$ cat config.mk
export PLATFORM = sky130hd
export DESIGN_NAME = cm0_pmu_cdc_send_hs_flat
export DESIGN_NICKNAME = d
export VERILOG_FILES = /design/src/rtl/cm0_pmu_cdc_send_hs_if.sv /design/src/rtl/cm0_pmu_cdc_send_hs.sv /design/src/flat_wrapper.sv
export SDC_FILE = /design/constraint.sdc
export NUM_CORES = 1
export LEC_CHECK = 0
export ABC_AREA = 0
export ABC_CLOCK_PERIOD_IN_PS = 4650
export CAP_MARGIN = 20
export CORE_UTILIZATION = 46
export CTS_CLUSTER_DIAMETER = 80
export DETAILED_ROUTE_END_ITERATION = 7
export HOLD_SLACK_MARGIN = 0.06
export PLACE_DENSITY = 0.81
export SLEW_MARGIN = 10
export SYNTH_ARGS = -nofsm -noshare
export SYNTH_HDL_FRONTEND = slang
export SYNTH_SLANG_ARGS = --single-unit
$ cat constraint.sdc
create_clock -name REGCLK -period 4.65 [get_ports REGCLK]
set_clock_uncertainty 0.05 [all_clocks]
set_input_delay 0.465 -clock REGCLK [delete_from_list [all_inputs] [get_ports REGCLK]]
set_output_delay 0.465 -clock REGCLK [all_outputs]
set_load 0.01 [all_outputs]
$ cat src/rtl/cm0_pmu_cdc_send_hs_if.sv
// -----------------------------------------------------------------------------
// cm0_pmu_cdc_send_hs_if
// Signal bundle for the PMU CDC send register: the local send request/accept
// pair plus the launched data word and the REQ/ACK handshake that crosses into
// the receive domain. Clock and reset are not part of the bundle.
// -----------------------------------------------------------------------------
interface cm0_pmu_cdc_send_hs_if #(
   parameter int WIDTH = 8
);
   logic             SENDVALID;
   logic [WIDTH-1:0] SENDDATA;
   logic             SENDREADY;
   logic             SENDDONE;
   logic [WIDTH-1:0] REGDO;
   logic             REGREQ;
   logic             REGACK;

   // Send register side: takes local requests and the remote ACK,
   // launches data and REQ.
   modport master (
      input  SENDVALID,
      input  SENDDATA,
      input  REGACK,
      output SENDREADY,
      output SENDDONE,
      output REGDO,
      output REGREQ
   );

   // Environment side: the local requester together with the receive domain.
   modport slave (
      output SENDVALID,
      output SENDDATA,
      output REGACK,
      input  SENDREADY,
      input  SENDDONE,
      input  REGDO,
      input  REGREQ
   );
endinterface

$ cat src/rtl/cm0_pmu_cdc_send_hs.sv
// -----------------------------------------------------------------------------
// cm0_pmu_cdc_send_hs
// CDC-safe send register. A WIDTH-bit word is captured on accept and launched
// to another clock domain with a 4-phase REQ/ACK handshake. REGDO and REGREQ
// come straight from flops, so the receiver never sees combinational glitches.
// REGACK is asynchronous and only its synchronised copy steers the FSM.
//
// Handshake sequence (edge k = accept edge):
//   IDLE  --accept@k-->  SETUP  --k+1, REQ=1-->  REQ  --ack_sync=1, REQ=0-->
//   REL   --ack_sync=0, SENDDONE pulse-->  IDLE
// -----------------------------------------------------------------------------
module cm0_pmu_cdc_send_hs #(
   parameter int               WIDTH       = 8,
   parameter logic [WIDTH-1:0] RST_VAL     = {WIDTH{1'b0}},
   parameter int               SYNC_STAGES = 2
) (
   input  logic                  REGCLK,
   input  logic                  REGRESETn,
   cm0_pmu_cdc_send_hs_if.master bus
);

   typedef enum logic [1:0] {
      IDLE  = 2'd0,
      SETUP = 2'd1,
      REQ   = 2'd2,
      REL   = 2'd3
   } state_t;

   state_t                 state_q;
   state_t                 state_d;

   logic [SYNC_STAGES-1:0] ack_sync_q;
   logic                   ack_sync;
   logic                   ack_seen;
   logic                   rst_done_q;

   logic [WIDTH-1:0]       regdo_q;
   logic                   regreq_q;
   logic                   regreq_d;
   logic                   senddone_q;
   logic                   senddone_d;
   logic                   load_data;

   logic                   send_ready;
   logic                   accept;

   // ---------------------------------------------------------------------------
   // ACK synchroniser: REGACK enters the REGCLK domain through a plain shift
   // chain; only the last stage (ack_sync) is a settled level.
   // NOTE: the synchroniser flops are reset as well, so an ACK level captured
   // before reset cannot leak into the FSM after release.
   // ---------------------------------------------------------------------------
   always_ff @(posedge REGCLK or negedge REGRESETn) begin
      if (!REGRESETn) begin
         ack_sync_q <= '0;
      end else begin
         ack_sync_q <= {ack_sync_q[SYNC_STAGES-2:0], bus.REGACK};
      end
   end

   assign ack_sync = ack_sync_q[SYNC_STAGES-1];

   // Any stage still holding a 1 means an ACK is high or still draining out
   // of the chain. IDLE refuses new words until the whole chain reads 0, so a
   // stale ACK held across reset release keeps the block not-ready from the
   // very first cycle. A first-stage level that resolves late only shifts
   // readiness by one cycle; it never completes a handshake.
   assign ack_seen = |ack_sync_q;

   // Marks the first clock after reset release; SENDREADY is held low until then.
   always_ff @(posedge REGCLK or negedge REGRESETn) begin
      if (!REGRESETn) begin
         rst_done_q <= 1'b0;
      end else begin
         rst_done_q <= 1'b1;
      end
   end

   // Ready is a decode of registered state only: IDLE, out of reset, no ACK
   // anywhere in the synchroniser.
   assign send_ready = rst_done_q && (state_q == IDLE) && !ack_seen;
   assign accept     = bus.SENDVALID && send_ready;

   // ---------------------------------------------------------------------------
   // FSM state register.
   // NOTE: all sequential state is written with non-blocking assignments so
   // every flop samples values from before the edge, independent of process
   // evaluation order.
   // ---------------------------------------------------------------------------
   always_ff @(posedge REGCLK or negedge REGRESETn) begin
      if (!REGRESETn) begin
         state_q <= IDLE;
      end else begin
         state_q <= state_d;
      end
   end

   // FSM next-state logic: advances only on ack_sync levels, never on edges,
   // so a short ACK pulse can at worst be missed, never double-counted.
   always_comb begin
      state_d = state_q;
      unique case (state_q)
         IDLE:    if (accept)    state_d = SETUP;
         SETUP:                  state_d = REQ;
         REQ:     if (ack_sync)  state_d = REL;
         REL:     if (!ack_sync) state_d = IDLE;
         default:                state_d = IDLE;
      endcase
   end

   // ---------------------------------------------------------------------------
   // FSM output logic: next values for the registered outputs and the data
   // load enable.
   // NOTE: every signal gets a default before the case so no path leaves one
   // unassigned, which would otherwise infer a latch.
   // ---------------------------------------------------------------------------
   always_comb begin
      regreq_d   = regreq_q;
      senddone_d = 1'b0;
      load_data  = 1'b0;
      unique case (state_q)
         IDLE: begin
            regreq_d  = 1'b0;
            load_data = accept;
         end
         SETUP: begin
            // Data was captured one edge earlier and is settled; raise REQ now.
            regreq_d = 1'b1;
         end
         REQ: begin
            if (ack_sync) begin
               regreq_d = 1'b0;
            end
         end
         REL: begin
            regreq_d = 1'b0;
            if (!ack_sync) begin
               senddone_d = 1'b1;
            end
         end
         default: begin
            regreq_d = 1'b0;
         end
      endcase
   end

   // Handshake output flops: REQ and the one-cycle completion pulse.
   always_ff @(posedge REGCLK or negedge REGRESETn) begin
      if (!REGRESETn) begin
         regreq_q   <= 1'b0;
         senddone_q <= 1'b0;
      end else begin
         regreq_q   <= regreq_d;
         senddone_q <= senddone_d;
      end
   end

   // Data launch register: enabled on accept only. A rewrite with an identical
   // value leaves every bit at its old level, so the receiver sees no edge.
   always_ff @(posedge REGCLK or negedge REGRESETn) begin
      if (!REGRESETn) begin
         regdo_q <= RST_VAL;
      end else if (load_data) begin
         regdo_q <= bus.SENDDATA;
      end
   end

   assign bus.REGDO     = regdo_q;
   assign bus.REGREQ    = regreq_q;
   assign bus.SENDDONE  = senddone_q;
   assign bus.SENDREADY = send_ready;

`ifdef ARM_ASSERT_ON
   // Inputs and internal decision points are never unknown out of reset.
   a_valid_known: assert property (@(posedge REGCLK) disable iff (!REGRESETn)
      !$isunknown(bus.SENDVALID));
   a_ack_sync_known: assert property (@(posedge REGCLK) disable iff (!REGRESETn)
      !$isunknown(ack_sync));
   a_state_known: assert property (@(posedge REGCLK) disable iff (!REGRESETn)
      !$isunknown(state_q));

   // Launched data is frozen for the whole handshake.
   a_regdo_hold: assert property (@(posedge REGCLK) disable iff (!REGRESETn)
      (state_q != IDLE) |=> $stable(regdo_q));
   a_regdo_only_on_accept: assert property (@(posedge REGCLK) disable iff (!REGRESETn)
      !accept |=> $stable(regdo_q));

   // REQ can only be raised on leaving SETUP.
   a_req_rise_from_setup: assert property (@(posedge REGCLK) disable iff (!REGRESETn)
      $rose(regreq_q) |-> ($past(state_q) == SETUP));

   // Completion is a single-cycle pulse.
   a_done_pulse: assert property (@(posedge REGCLK) disable iff (!REGRESETn)
      senddone_q |=> !senddone_q);
`endif

endmodule

$ cat src/flat_wrapper.sv
// flat-port wrapper written by rule: the top's interface ports become plain ports
module cm0_pmu_cdc_send_hs_flat 
#(
   parameter int               WIDTH       = 8,
   parameter logic [WIDTH-1:0] RST_VAL     = {WIDTH{1'b0}},
   parameter int               SYNC_STAGES = 2
)
  (REGCLK, REGRESETn, bus_SENDVALID, bus_SENDDATA, bus_REGACK, bus_SENDREADY, bus_SENDDONE, bus_REGDO, bus_REGREQ);
  cm0_pmu_cdc_send_hs_if #(.WIDTH(WIDTH)) bus_i ();
  input  logic REGCLK;
  input  logic REGRESETn;
  input wire logic [$bits(bus_i.SENDVALID)-1:0] bus_SENDVALID;
  input wire logic [$bits(bus_i.SENDDATA)-1:0] bus_SENDDATA;
  input wire logic [$bits(bus_i.REGACK)-1:0] bus_REGACK;
  output wire logic [$bits(bus_i.SENDREADY)-1:0] bus_SENDREADY;
  output wire logic [$bits(bus_i.SENDDONE)-1:0] bus_SENDDONE;
  output wire logic [$bits(bus_i.REGDO)-1:0] bus_REGDO;
  output wire logic [$bits(bus_i.REGREQ)-1:0] bus_REGREQ;
  assign bus_i.SENDVALID = bus_SENDVALID;
  assign bus_i.SENDDATA = bus_SENDDATA;
  assign bus_i.REGACK = bus_REGACK;
  assign bus_SENDREADY = bus_i.SENDREADY;
  assign bus_SENDDONE = bus_i.SENDDONE;
  assign bus_REGDO = bus_i.REGDO;
  assign bus_REGREQ = bus_i.REGREQ;
  cm0_pmu_cdc_send_hs #(.WIDTH(WIDTH), .RST_VAL(RST_VAL), .SYNC_STAGES(SYNC_STAGES)) u_core (.REGCLK(REGCLK), .REGRESETn(REGRESETn), .bus(bus_i));
endmodule
# == Yosys cells after proc, flatten, opt, wreduce, memory -nomap -nowiden ==
# Index checks and enable logic that the tools add are counted.
# word_totals
reg_bits,15
inputBits,12
out_inout_bits,11
wordCells,29
# op_classes
n_eq_ne,6
mux,9
reduce_logical,8
# op_table
op,n
$pmux 2 s4,1
$mux 2,3
$eq 2x2->1 const B,2
$mux 1,4
$ne 2x1->1 const B,2
$reduce_or 2->1,2
$logic_and 1x1->1,3
$pmux 1 s3,1
$reduce_and 3->1,1
$eq 2x1->1 const B,1
$logic_not 2->1,1
$ne 2x2->1 const B,1
$logic_not 1->1,1

# == Longest topological paths before layout ==
# Gate-level depths: netlist (run 1).
# logic_depth
ltp_word,6
ltp_mapped,5
ltp_nobuf,5

# == Least setup slack after synthesis (run 1) ==
# No wires, ideal clock.
# synth_timing
path_type,register to register
startpoint,reg u_core.state_q[0]
endpoint,reg u_core.state_q[0]
setup_ns,0.126
t_arrival_ns,1.334
t_required_ns,4.474
path_slack_ns,3.140
stages_incl_launch_ff,6
path_buffers,0
period_less_slack_ns,1.510
cell_sequence,dfrtp_1 inv_1 ha_1 mux2_2 o32a_1 o32a_1
# synth_between
elab_chain_cells,6
elab_cells_between_ends,12
classes_between,eq/ne: 6; mux: 1; reduce/logical: 5
# synth_lines
item,line_no,source
from (decl),cm0_pmu_cdc_send_hs.sv:29,state_t state_q;
from (signal assigned),cm0_pmu_cdc_send_hs.sv:94,state_q <= state_d;
$logic_not 2->1,"cm0_pmu_cdc_send_hs.sv:81, cm0_pmu_cdc_send_hs.sv:102",
$logic_and 1x1->1 (2 in a row),cm0_pmu_cdc_send_hs.sv:81,assign send_ready = rst_done_q && (state_q == IDLE) && !ack_seen;
$logic_and 1x1->1,cm0_pmu_cdc_send_hs.sv:82,assign accept = bus.SENDVALID && send_ready;
$ne 2x1->1 (no source line),-,
$reduce_and 3->1 (no source line),-,
# Parallel ways exist; a longest one is shown, timed or not.
# A chain may end at the register's enable or synchronous reset.

# == Worst setup path after layout (run 1) ==
# layout_timing
startpoint,reg u_core.state_q[0]
endpoint,out bus_SENDREADY
# layout_between
elab_chain_cells,3
# layout_lines
item,line_no,source
$logic_not 2->1,cm0_pmu_cdc_send_hs.sv:81,
$logic_and 1x1->1 (2 in a row),cm0_pmu_cdc_send_hs.sv:81,
to (decl),flat_wrapper.sv:15,output wire logic [$bits(bus_i.SENDREADY)-1:0] bus_SENDREADY;
# No other way between the ends.

==> results of run 1 <==
-- through the flow --
step | util | setup slack [ns]
2_1_floorplan | - | 3.14
3_3_place_gp | 0.686 | 2.63
3_5_place_dp | 0.686 | 2.61
4_1_cts | 0.707 | 2.29
5_1_grt | 0.707 | 2.19
6_report | 0.707 | 2.31
-- sequential cells by signal (all words and copies together) (netlist names) --
| register | count |
|---|---|
| u_core.bus.REGDO | 8 |
| u_core.state_q | 2 |
| u_core.rst_done_q | 1 |
| u_core.ack_sync_q | 2 |
| u_core.bus.SENDDONE | 1 |
| u_core.bus.REGREQ | 1 |
-- per-layer routing --
metal,global-route usage,part of all wire
met5,0,0
met1,0.197,0.46
met4,0.103,0
met2,0.266,0.51
met3,0.0500,0.036
-- power by group through the flow --
stage / Sequential, mW / Combinational (mW) / Clock (mW)
3_3_place_gp: 0.210 / 0.244 / 0
4_1_cts: 0.211 / 0.247 / 0.0765
6_report: 0.210 / 0.244 / 0.0733
5_1_grt: 0.218 / 0.268 / 0.0835
3_5_place_dp: 0.213 / 0.246 / 0
2_1_floorplan: 0.229 / 0.115 / 0
-- path summary, 6_finish.rpt --
path	from	end	slack (ns)	cells past startpoint
max	u_core.state_q[0]	bus_SENDREADY	2.31	4
min	u_core.ack_sync_q[0]	u_core.ack_sync_q[1]	0.36	0
max reg2reg	u_core.state_q[0]	u_core.state_q[0]	3.04	5
min reg2reg	u_core.ack_sync_q[0]	u_core.ack_sync_q[1]	0.36	0
max in group asynchronous	REGRESETn	u_core.ack_sync_q[0]	3.60	1
min in group asynchronous	REGRESETn	u_core.ack_sync_q[1]	0.53	1
-- cells by family after synthesis --
family / synth area share
compound gates: 0.0452
fa+ha+maj: 0.0942
buf+inv: 0.0113
flops: 0.565
mux: 0.186
other cells: 0.00564
simple gates: 0.0923
-- critical path, delay by kind of cell (launching register included) --
family / cells / cell delay, ns
buf+inv: 2 / 0.66
flops: 1 / 0.43
simple gates: 1 / 0.27
fa+ha+maj: 1 / 0.19
-- layout by cell type (no fill, tap or decap), types with 2 or more instances in the layout --
cell type | synthesis | routed
ha_1 | 5 | 5
dfrtp_1 | 15 | 15
o32a_1 | 2 | 2
mux2_2 | 11 | 11
clkdlybuf4s50_1 | 0 | 22
clkbuf_4 | 0 | 3
inv_1 | 2 | 2
-- layout make-up --
| class | count | area (um2) | area share |
|---|---|---|---|
| flip-flops and latches | 15 | 375 | 0.403 |
| multi-input cells | 27 | 282 | 0.302 |
| repair buffers | 22 | 220 | 0.237 |
| clock buffers | 3 | 22.5 | 0.0242 |
| well taps | 15 | 18.8 | 0.0202 |
| inverters | 2 | 7.51 | 0.00806 |
| clock inverters | 1 | 5.00 | 0.00538 |
==> run metrics, run 1 <==
Fin Setup TNS=0 ns; Post-CTS Setup Repair Bufs=0; WHS=~0.36 ns; PD cells=around 570 nW/um2; DRC=0; top-area cell type share of the netlist area=0.565; routability cong.=approximately 0.7; most common cell in the synthesized netlist=dfrtp_1; Chip Height=about 40 um; CP max stage delay=about 0.54 ns; syn avg cell area=around 15 um2; Worst EP arrival=~1.8 ns; Slew HR=0.562; Syn Nets=between 60 and 70; CTS tree=yes; net switching power figure=roughly 160 uW; DP Area=between 900 and 1000 um2; Fmax=~430 MHz; Non-Filler Instances=85; Slew Viols, Final=0; nets=just under 90; CTS Sinks=15; Post-synth EDFFs=0; Placed Cells=81; initial core utilization=0.504; status=complete, no violations; first-pass GRT wire length=between 1500 and 2000 um; TritonRoute pass-1 iters=2; ant diodes=0; GRT Util Overall=0.168; cell count after synthesis=44; # port buffers=22; Rows=13; largest net degree at the start of global routing=16; Antenna Nets Post-Route=0; ranking of synthesized cells by area=dfrtp_1 56%, mux2_2 19%, ha_1 9.4%; insertion delay to the later sink of the worst-skew pair=~0.28 ns; crit share post-route=0.503; Die X=~40 um; final hold vios=0; share of layout cells above drive strength 1=0.257; max_cap viols=0; post-route cell area=between 900 and 1000 um2; Avg WL per Cell=between 10 and 15 um; Post-CTS Resized=0; count of different cell masters after synthesis=14; fraction of registers with async set/reset=1.00; Peak VDD IR=approximately 0.00031 V; Logic pwr share=0.463; grt total ovfl=0; clock share of power=0.139; synth cell count leaders=15 x dfrtp_1, 11 x mux2_2, 5 x ha_1; Via density=around 4.8; IO Pins=23; Hold Path Class=register to register; Reg power frac=0.398; area grow syn2layout=40.1%; H-tree Lvls=1; Int Pwr=between 300 and 400 uW; Via Count=between 400 and 500; die area=1600 um2; sequential fraction of the synthesis area=0.565; clk slew on worst S/H paths=roughly 0.09 ns; Hold-fix buffers, CTS=0; DP HPWL=around 850 um; unrepaired setup endpoints after global routing=false; P_leak=around 0.42 nW; vias in the first global route=around 400; cell taking the most area after synthesis=dfrtp_1; core area=1320 um2; final WL=1080 um; CTS buffer count=3; initial drt markers=4; crit path kind=register to output port; CP max FO=5; Final Power=between 500 and 600 uW; CTS Buffer Depth=2; CTS root buf=clkbuf_4; fillcell total=96; yosys warns=0; sw frac=0.303; CP max-delay cell=clkdlybuf4s50_1; Cell Area, Synth=664 um2; worst-margin pin slew=0.654 ns; crit-path cells=inv_1 -> ha_1 -> and4bb_4 -> clkdlybuf4s50_1; required time worst endpoint=4.14 ns; final setup fails=0; CP Capture Type=output port; initial antenna violation count=0; Post-synth top flop=dfrtp_1; fin crit period=between 2 and 2.5 ns; Yosys reg bits=15; startpoint types=register
Power figures use the tool's default switching activity.
==> inputs of run 2 (changes only) <==
--- a/config.mk
+++ b/config.mk
@@ -6,13 +6,13 @@
 export NUM_CORES = 1
 export LEC_CHECK = 0
 export ABC_AREA = 0
-export ABC_CLOCK_PERIOD_IN_PS = 4650
+export ABC_CLOCK_PERIOD_IN_PS = 1950
 export CAP_MARGIN = 20
-export CORE_UTILIZATION = 46
+export CORE_UTILIZATION = 38
 export CTS_CLUSTER_DIAMETER = 80
 export DETAILED_ROUTE_END_ITERATION = 7
 export HOLD_SLACK_MARGIN = 0.06
-export PLACE_DENSITY = 0.81
+export PLACE_DENSITY = 0.72
 export SLEW_MARGIN = 10
 export SYNTH_ARGS = -nofsm -noshare
 export SYNTH_HDL_FRONTEND = slang
==> constraint.sdc (replaced) <==
create_clock -name REGCLK -period 1.95 [get_ports REGCLK]
set_clock_uncertainty 0.05 [all_clocks]
set_input_delay 0.195 -clock REGCLK [delete_from_list [all_inputs] [get_ports REGCLK]]
set_output_delay 0.195 -clock REGCLK [all_outputs]
set_load 0.01 [all_outputs]
==> run metrics, run 2 (synthesis gave the netlist of run 1 again) <==
worst-margin pin slew=0.661 ns; ant diodes=0; CTS root buf=clkbuf_4; Hold Path Class=input port to asynchronous set/reset pin; die area=between 1500 and 2000 um2; largest net degree at the start of global routing=16; GRT met1 Usage=0.159; most frequent cells in the layout=21 x clkdlybuf4s50_1, 15 x dfrtp_1, 11 x mux2_2, 5 x ha_1, 3 x clkbuf_4; P_leak=0.431 nW; Peak VDD IR=0.000718 V; final hold vios=0; area grow syn2layout=41.1%; GR peak layer=met2; initial drt markers=2; Slew Viols, Final=0; max_cap viols=0; crit share post-route=0.912; met2 usage in global routing=0.227; IO Pins=23; fin crit period=~1.8 ns; Via Count=422; Final Power=approximately 1.3 mW; nets=89; CTS Sinks=15; max reg flops=8; Fin Setup TNS=0 ns; Hold-fix buffers, CTS=0; H-tree Lvls=1; startpoint types=register; first-pass GRT wire length=approximately 1900 um; routability cong.=~0.79; CTS tree=yes; CTS Buffer Depth=2; Rows=14; DRC=0; grt total ovfl=0; grt met3 use=0.0542; TritonRoute pass-1 iters=2; Fmax=between 500 and 600 MHz; CP max FO=4; initial antenna violation count=0; Worst EP arrival=roughly 1.5 ns; vias in the first global route=between 400 and 500; GRT Util Overall=0.138; Via density=between 4 and 5; # port buffers=22; status=complete, no violations; final WL=~1100 um; unrepaired setup endpoints after global routing=false; Antenna Nets Post-Route=0; final setup fails=0; DP HPWL=between 800 and 900 um; Slew HR=0.558; share of layout cells above drive strength 1=0.254; PD cells=~1400 nW/um2; fillcell total=138; CTS buffer count=3; initial core utilization=0.421; core area=~1600 um2; insertion delay to the later sink of the worst-skew pair=0.28 ns; Chip Height=roughly 44 um; Die X=approximately 44 um; clk slew on worst S/H paths=0.08 ns; Avg WL per Cell=12.8 um; crit path kind=register to output port; most common cell after layout, fill and taps aside=clkdlybuf4s50_1; CP Capture Type=output port; required time worst endpoint=between 1.5 and 2 ns
==> run 2: layer usage <==
layer / vias to the layer above / part of all wire / routed length (um)
li1: 208 / - / -
met4: 0 / 0.0072 / 8
met3: 2 / 0.076 / 84
met1: 194 / 0.45 / 501
met5: - / 0 / 0
met2: 18 / 0.46 / 517
==> run 2: metrics by stage <==
stage	setup slack, ns	hold slack [ns]	cell area, um2	instances	utilization
2_1_floorplan	0.440	-0.151	664	44	-
3_3_place_gp	0.209	0.328	905	82	0.574
3_5_place_dp	0.174	0.337	905	82	0.574
4_1_cts	0.153	0.287	937	87	0.594
5_1_grt	0.0640	0.285	937	87	0.594
6_report	0.173	0.266	937	87	0.594
==> run 2: worst max-delay path: stages, from the launching register on <==
cell and delay [ns]:
dfrtp_1 0.42, inv_1 0.11, ha_1 0.19, and4bb_4 0.26
dlygate4sd2_1 0.27
==> run 2: timing repair <==
action | CTS | global route
gates resized for setup | 1 | 0
buffers inserted | 1 | 0
endpoints found under the setup margin | 1 | 0
==> run 2: final timing paths <==
kind / start / to / slack, ns / depth (start not counted)
max: u_core.state_q[1] / bus_SENDREADY / 0.17 / 4
min: REGRESETn / u_core.bus.REGDO[7] / 0.27 / 1
max reg2reg: u_core.state_q[1] / u_core.bus.REGDO[3] / 0.39 / 5
min reg2reg: u_core.ack_sync_q[0] / u_core.ack_sync_q[1] / 0.36 / 0
max in group asynchronous: REGRESETn / u_core.bus.REGREQ / 1.17 / 1
min in group REGCLK: bus_REGACK / u_core.ack_sync_q[0] / 0.30 / 1
==> run 2: cell type report <==
type	instances	area [um2]	share of cell area
clock buffer	4	26.3	0.0280
inverter	2	7.51	0.00801
multi-input combinational	27	282	0.300
sequential	15	375	0.401
tap	16	20.0	0.0214
timing repair buffer	23	226	0.242
==> run 2: power breakdown <==
group | switching, mW | internal, mW
Clock | 0.0953 | 0.0794
Combinational | 0.226 | 0.378
Sequential | 0.0625 | 0.432
